==> src/rtl/timing_generator.sv <==
// T-state sequencer: one-hot strobes t0..t5 for the control unit, per-opcode
// instruction length, sticky HALT and a retired-instruction counter.
// Optional single-step qualifier on advance: define TIMING_SINGLE_STEP_EN.
module timing_generator #(
    parameter int CNT_W = 8
) (
    input  logic             clk,
    input  logic             reset,
    input  logic             run,
    input  logic [3:0]       opcode,
`ifdef TIMING_SINGLE_STEP_EN
    input  logic             step,
    input  logic             step_mode,
`endif
    output logic             t0,
    output logic             t1,
    output logic             t2,
    output logic             t3,
    output logic             t4,
    output logic             t5,
    output logic             last_t,
    output logic             halted,
    output logic [CNT_W-1:0] instr_count
);

    typedef enum logic [2:0] {
        T0 = 3'd0,
        T1 = 3'd1,
        T2 = 3'd2,
        T3 = 3'd3,
        T4 = 3'd4,
        T5 = 3'd5
    } tstate_e;

    localparam logic [3:0]       OP_MOV  = 4'b0000;
    localparam logic [3:0]       OP_ADD  = 4'b0011;
    localparam logic [3:0]       OP_SUB  = 4'b0100;
    localparam logic [3:0]       OP_HALT = 4'b1111;
    localparam logic [CNT_W-1:0] CNT_ONE = {{(CNT_W-1){1'b0}}, 1'b1};

    tstate_e          state, state_nx;
    logic [5:0]       tvec, tvec_nx;
    logic             halted_nx;
    logic [CNT_W-1:0] count_nx;
    logic             long_op;
    logic             adv;
    logic             step_ok;

`ifdef TIMING_SINGLE_STEP_EN
    logic step_s1, step_s2, step_s3, step_pulse;

    // step is asynchronous to clk: two-flop sync, then one pulse per rising edge
    always_ff @(posedge clk) begin
        if (reset) begin
            step_s1    <= 1'b0;
            step_s2    <= 1'b0;
            step_s3    <= 1'b0;
            step_pulse <= 1'b0;
        end else begin
            step_s1    <= step;
            step_s2    <= step_s1;
            step_s3    <= step_s2;
            step_pulse <= step_s2 & ~step_s3;
        end
    end

    assign step_ok = ~step_mode | step_pulse;
`else
    assign step_ok = 1'b1;
`endif

    assign long_op = (opcode == OP_MOV) | (opcode == OP_ADD) | (opcode == OP_SUB);

    // Strobes are zero while halted, so last_t drops with them
    assign last_t = (tvec[3] & ~long_op) | tvec[5];
    assign adv    = run & ~halted & step_ok;

    assign {t5, t4, t3, t2, t1, t0} = tvec;

    always_ff @(posedge clk) begin
        if (reset) begin
            state       <= T0;
            tvec        <= 6'b000001;
            halted      <= 1'b0;
            instr_count <= '0;
        end else begin
            state       <= state_nx;
            tvec        <= tvec_nx;
            halted      <= halted_nx;
            instr_count <= count_nx;
        end
    end

    always_comb begin
        state_nx  = state;
        tvec_nx   = tvec;
        halted_nx = halted;
        count_nx  = instr_count;

        if (adv) begin
            if (!last_t) begin
                case (state)
                    T0:      state_nx = T1;
                    T1:      state_nx = T2;
                    T2:      state_nx = T3;
                    T3:      state_nx = T4;
                    T4:      state_nx = T5;
                    default: state_nx = T0;
                endcase
            end else begin
                count_nx = instr_count + CNT_ONE;
                // HALT retires but freezes the index where it stopped
                if (state == T3 && opcode == OP_HALT)
                    halted_nx = 1'b1;
                else
                    state_nx = T0;
            end

            if (halted_nx) begin
                tvec_nx = 6'b000000;
            end else begin
                case (state_nx)
                    T0:      tvec_nx = 6'b000001;
                    T1:      tvec_nx = 6'b000010;
                    T2:      tvec_nx = 6'b000100;
                    T3:      tvec_nx = 6'b001000;
                    T4:      tvec_nx = 6'b010000;
                    T5:      tvec_nx = 6'b100000;
                    default: tvec_nx = 6'b000001;
                endcase
            end
        end
    end

endmodule

==> config.mk <==
export PLATFORM = sky130hd
export DESIGN_NAME = timing_generator
export DESIGN_NICKNAME = d
export VERILOG_FILES = /design/src/rtl/timing_generator.sv
export SDC_FILE = /design/constraint.sdc
export NUM_CORES = 1
export LEC_CHECK = 0
export CORE_MARGIN = 2
export CORE_UTILIZATION = 41
export DETAILED_ROUTE_END_ITERATION = 8
export GPL_TIMING_DRIVEN = 0
export HOLD_SLACK_MARGIN = 0.06
export PLACE_DENSITY = 0.7
export RECOVER_POWER = 25
export SLEW_MARGIN = 20
export SYNTH_ARGS = -nofsm -noshare
export SYNTH_HDL_FRONTEND = slang
export SYNTH_SLANG_ARGS = --single-unit
==> constraint.sdc <==
create_clock -name clk -period 1.63 [get_ports clk]
set_clock_uncertainty 0.15 [all_clocks]
set_input_delay 0.326 -clock clk [delete_from_list [all_inputs] [get_ports clk]]
set_output_delay 0.326 -clock clk [all_outputs]
set_load 0.005 [all_outputs]
==> results of run 1 <==
power groups by stage:
stage / clock [mW] / sequential (mW) / combinational (mW)
floorplan: 0 / 0.474 / 0.0582
global placement: 0 / 0.475 / 0.107
detailed placement: 0 / 0.476 / 0.107
CTS: 0.288 / 0.463 / 0.128
global route: 0.304 / 0.463 / 0.144
finish: 0.287 / 0.460 / 0.135
registers in the layout, summed over array words and instances (netlist names):
name         count
instr_count      8
tvec             6
state            3
halted           1
metal layers:
layer	part of all wire, %	wire [µm]
met1	39	1030
met2	53	1390
met3	5.8	151
met4	1.6	42
met5	0	0
cells by family (layout without fill, tap and decap cells):
| logic type | Yosys count | count (layout) | synth area share [%] |
|---|---|---|---|
| compound gates | 33 | 33 | 25.5 |
| mux | 2 | 2 | 2.50 |
| buf+inv | 8 | 47 | 3.83 |
| fa+ha+maj | 1 | 1 | 1.47 |
| simple gates | 38 | 38 | 24.3 |
| flops | 18 | 18 | 42.4 |
final cells by class:
class	instances	area share (%)
clock buffer	4	2.67
inverter	2	0.737
buffer	6	3.87
multi-input combinational	74	37.9
tap	27	2.49
sequential	18	28.5
timing repair buffer	35	23.9
cells in the mapped netlist, drive strengths merged:
library cell	instances	share of area (%)
dfxtp	18	42
a21oi	12	7.5
nor2	8	3.5
nand3	7	4.1
or4	7	6.2
nand2	5	2.2
o31ai	5	4.4
clkbuf	4	1.8
o21ai	4	2.4
a32oi	3	3.1
a211oi	2	1.8
a31oi	2	1.5
buf	2	1.2
inv	2	0.88
nand4	2	1.5
nor3	2	1.2
a21o	1	0.88
a221o	1	1.2
a22oi	1	0.88
and2b	1	0.88
ha	1	1.5
mux2	1	1.3
mux2i	1	1.2
nand2b	1	0.74
nand3b	1	0.88
nor2b	1	0.74
nor3b	1	0.88
o21a	1	0.88
o32ai	1	1.0
or2	1	0.74
or3	1	0.74
worst min-delay path by stage:
stage,slack (ns),to
final,0.17,halted
after global routing,0.20,halted
after CTS,0.33,tvec[4]
after detailed placement,0.30,tvec[4]
after global placement,0.29,tvec[4]
after floorplan,0.30,tvec[4]
through the flow:
stage / setup TNS, ns / std cells
2_1_floorplan: 0 / 100
6_report: -0.270 / 166
3_3_place_gp: -9.50 / 149
5_1_grt: -0.687 / 166
3_5_place_dp: -10.26 / 149
4_1_cts: -0.280 / 166
what timing repair did:
item	4_1_cts	5_1_grt
endpoints found under the setup margin	31	19
buffers inserted	12	0
cloned	1	0
hold endpoints to repair	0	0
pin swaps	13	5
gates resized for setup	47	19
==> metrics.yaml, run 1 <==
max_stage_delay_ns: 0.52
drtIter0Drc: 37
io_buffer_count: 22
cts-root-buf: "clkbuf_4"
timing.final.ws_setup_ns: -0.0752
grt_use_met3_pct: 5.45
final_nets: 148
rr_startpoint: "tvec[3]"
r2r-end: "instr_count[6]"
ys_types: 33
num_vias: 966
p_int_mw: 0.650
status: "complete, but fails checks"
cpLargestDelayFamily: "buffers and inverters"
endpoint_kind: "primary output"
period_share_pct: 105
avgSynthCellArea_um2: 8.50
insertion_delay_ns: 0.31
layout_commonest_cell: "dlygate4sd2_1"
grt_use_met2_pct: 41.6
cts_max_level: 1
grt_busiest_layer: "met2"
multi_input_area_um2: 514
core_um2: 1960
syn_nets: 108
worstPathMaxFanout: 4
startpoint: "instr_count[6]"
drive_gt1_share_pct: 36.0
io-pin-count: 23
p_sw_mw: 0.232
grt_pass1_wl_um: 4230
fin_hold_ws_ns: 0.175
crit_required_ns: 1.15
layout_common_cells: "dlygate4sd2_1, buf_4, dfxtp_2, a21oi_1, nor2_1"
p_seq_share_pct: 52.2
grt_max_degree: 11
gp_congestion: 0.868
grtUsageTotal_pct: 22.6
worst_slew_pin_slew_ns: 0.492
yosys_warnings: 0
sw_frac_of_total_pct: 26.3
antenna_found_initial: 0
p_leak_nw: 0.600
min-delay-start: "run"
pwr-share-comb_pct: 15.3
rrSetupSlack_ns: -0.07
grt_pass1_vias: 898
cp_num_buf_inv: 1
violations: "negative setup slack"
p_clk_share_pct: 32.5
hp-class: "in2reg"
grt_util_met1_pct: 25.4
critical_path_class: "reg2out"
drt_wl_total_um: 2610
crit_chain: "clkdlybuf4s50_1"
fp.dieH_um: 49.5
power_density_nw_per_um2: 650
pre_cts_ws_ns: -0.685
n_fill_cell: 170
cts_tree: "built"
die_x_um: 49.5
finalHoldViolCount: 0
syn_inst: 100
area_delta_synth_final_pct: 59.8
stdcell_area_um2: 1360
rows: 16
worstSetupEndpoint: "instr_count[6]"
whs_path_depth: 3
clkSinkCount: 18
cts_inserted_buffers: 3
syn_area_um2: 850
hold_buffers: 0
start_util_pct: 43.3
max_freq_mhz: 586
clk_pin_slew_ns: 0.11
dpl.hpwl_um: 1500
drc: 0
place_area_um2: 1100
viasPerCell: 5.82
crit_path_start_kind: "flop"
slew_viol_final: 0
yosysSeqAreaShare_pct: 42.4
relSlewSlack_pct: 67.2
grt_overflow: 0
r2r_cells: 6
setup_violations: 5
die-area_um2: 2450
synth-seq-cells: 18
final-seq-area_um2: 387
critPathArrivalTime_ns: 1.23
maxCapViolations: 0
peakVddDrop_mv: 0.482
wire_per_inst_um: 15.7
finalPower_mw: 0.882
num_antenna_cells: 0
cp.depth: 1
final_util_pct: 69.2
drtAntennaViolNets: 0
period_needed_ns: 1.71
slowest_stage: "clkdlybuf4s50_1"
cts_buffer_depth: 2
grt_setup_unrepaired: "yes"
drt_first_pass_iters: 4
Note: power is estimated with default switching activity, not from simulation.
==> inputs of run 2 (changes only) <==
- CTS_CLUSTER_DIAMETER: default -> 50
- RECOVER_POWER: 25 -> default
==> run 2 against run 1 <==
The run still ends with negative setup slack left. Critical path depth increased by 5. Sequential share of layout area increased by 0.066 points. Final cell count unchanged. Routed wire length decreased by 0.81%. Critical path type is now reg2reg. Critical endpoint is now instr_count[6]. Clock power decreased by 2%. Largest cell class unchanged. Power decreased by 0.51%.
==> metrics.yaml, run 2 (same netlist as run 1, synthesis figures left out) <==
slowest_stage: "or4_4"  # was clkdlybuf4s50_1
whs_path_depth: 3  # unchanged
period_needed_ns: 1.70  # was 1.71 ns
fp.dieH_um: 49.5  # unchanged
clkSinkCount: 18  # unchanged
crit_path_start_kind: "flop"  # unchanged
dp.cells: 149  # unchanged
max_freq_mhz: 587  # was 586 MHz
grt_pass1_wl_um: 4230  # unchanged
setup_violations: 5  # unchanged
area_delta_synth_final_pct: 59.9  # was 59.8%
drt_wl_total_um: 2590  # was 2610 µm
layout_common_cells: "dlygate4sd2_1, buf_4, dfxtp_2, a21oi_1, nor2_1"  # unchanged
min-delay-start: "run"  # unchanged
clk_pin_slew_ns: 0.11  # about the same
viasPerCell: 5.77  # was 5.82
drtIter0Drc: 37  # unchanged
status: "complete, but fails checks"  # unchanged
largest_reg_flops: 8  # unchanged
final_util_pct: 69.3  # was 69.2%
finalHoldViolCount: 0  # unchanged
instances_no_fill: 166  # unchanged
cpMostUsedCell: "buf_6"
place_area_um2: 1100  # unchanged
crit_chain: "a21o_1 -> a21oi_4 -> buf_6 -> buf_6 -> or4_4 -> a21oi_2"  # was clkdlybuf4s50_1
critPathArrivalTime_ns: 1.80  # was 1.23 ns
period_share_pct: 104  # was 105%
wire_per_inst_um: 15.6  # was 15.7 µm
drive_gt1_share_pct: 36.7  # was 36.0%
start_util_pct: 43.3  # unchanged
r2r_cells: 6  # unchanged
drtAntennaViolNets: 0  # unchanged
rrSetupSlack_ns: -0.07  # about the same
cts_tree: "built"  # unchanged
relSlewSlack_pct: 66.6  # was 67.2%
layout_commonest_cell: "dlygate4sd2_1"  # unchanged
power_density_nw_per_um2: 646  # was 650 nW/µm²
timing.final.ws_setup_ns: -0.0728  # was -0.0752 ns
worst_slew_pin_slew_ns: 0.500  # was 0.492 ns
gp_congestion: 0.868  # unchanged
drt_first_pass_iters: 5  # was 4
stdcell_area_um2: 1360  # about the same
fin_hold_ws_ns: 0.179  # was 0.175 ns
die_x_um: 49.5  # unchanged
reg_top3: "instr_count x8, tvec x6, state x3"  # unchanged
grt_pass1_vias: 898  # unchanged
rows: 16  # unchanged
final_nets: 148  # unchanged
antenna_found_initial: 0  # unchanged
max_stage_delay_ns: 0.48  # was 0.52 ns
dpl.hpwl_um: 1500  # unchanged
grt_max_degree: 11  # unchanged
maxCapViolations: 0  # unchanged
grt_setup_unrepaired: "yes"  # unchanged
peakVddDrop_mv: 0.483  # was 0.482 mV
finalPower_mw: 0.877  # was 0.882 mW
min_to: "halted"  # unchanged
n_fill_cell: 171  # was 170
slew_viol_final: 0  # unchanged
worstPathMaxFanout: 5  # was 4
core_um2: 1960  # unchanged
endpoint_kind: "flop"  # was primary output
num_vias: 957  # was 966
grtUsageTotal_pct: 22.6  # unchanged
die-area_um2: 2450  # unchanged
critical_path_class: "reg2reg"  # was reg2out
drc: 0  # unchanged
cts-root-buf: "clkbuf_4"  # unchanged
rr_startpoint: "tvec[3]"  # unchanged
num_antenna_cells: 0  # unchanged
cts_inserted_buffers: 3  # unchanged
cts_buffer_depth: 2  # unchanged
insertion_delay_ns: 0.31  # about the same
io-pin-count: 23  # unchanged
crit_required_ns: 1.73  # was 1.15 ns
hp-class: "in2reg"  # unchanged
io_buffer_count: 22  # unchanged
violations: "negative setup slack"  # unchanged
largest-register: "instr_count"  # unchanged
cts_max_level: 1  # unchanged
p_leak_nw: 0.600  # about the same
grt_overflow: 0  # unchanged
r2r-end: "instr_count[6]"  # unchanged
[run 2: changes by cell type in the layout (fill, tap and decap cells not counted)]
cell and delta:
dfxtp_2 +1, dfxtp_1 -1
[run 2: worst max-delay path by stage]
stage                          from              to  slack (ns)  cells past startpoint
after floorplan           opcode[2]         tvec[4]       0.002                      5
after global placement    opcode[0]          last_t       -0.65                      5
after detailed placement  opcode[0]          last_t       -0.69                      5
after CTS                   tvec[3]          last_t       -0.07                      4
after global routing        tvec[3]  instr_count[6]       -0.11                      6
final                       tvec[3]  instr_count[6]       -0.07                      6
[run 2: metal layers]
layer | part of all wire, % | track usage, % | wire (µm)
met1 | 40 | 25.4 | 1030
met2 | 54 | 41.6 | 1400
met3 | 5.0 | 5.45 | 130
met4 | 1.2 | 6.94 | 30
met5 | 0 | 0 | 0
[run 2: timing repair]
item,CTS,global route
pin swaps,13,5
buffers inserted,12,0
resized for setup,47,19
hold buffers,0,0
setup endpoints to repair,31,19
cloned,1,0
[run 2: cell type report]
| cell class | count | area, µm² | area share [%] |
|---|---|---|---|
| plain buffers | 6 | 52.6 | 3.87 |
| flip-flops and latches | 18 | 388 | 28.5 |
| clock buffers | 4 | 36.3 | 2.67 |
| repair buffers | 35 | 324 | 23.8 |
| well taps | 27 | 33.8 | 2.49 |
| multi-input cells | 74 | 514 | 37.8 |
| inverters | 2 | 10.0 | 0.737 |
[run 2: worst max-delay path, delay by kind of cell, from the launching register on]
family | cells | cell delay (ns)
and+or+nand+nor | 1 | 0.48
AOI/OAI and AO/OA | 3 | 0.40
DFF | 1 | 0.37
buffers and inverters | 2 | 0.25
[run 2: stage by stage]
| step | setup TNS, ns | setup slack (ns) |
|---|---|---|
| global placement | -9.50 | -0.650 |
| CTS | -0.280 | -0.0660 |
| finish | -0.257 | -0.0728 |
| detailed placement | -10.26 | -0.685 |
| global route | -0.689 | -0.114 |
| floorplan | 0 | 0.00213 |
[run 2: report_power, final]
group	switching [mW]	internal, mW
logic	0.0684	0.0660
clock network	0.145	0.137
registers	0.0135	0.447
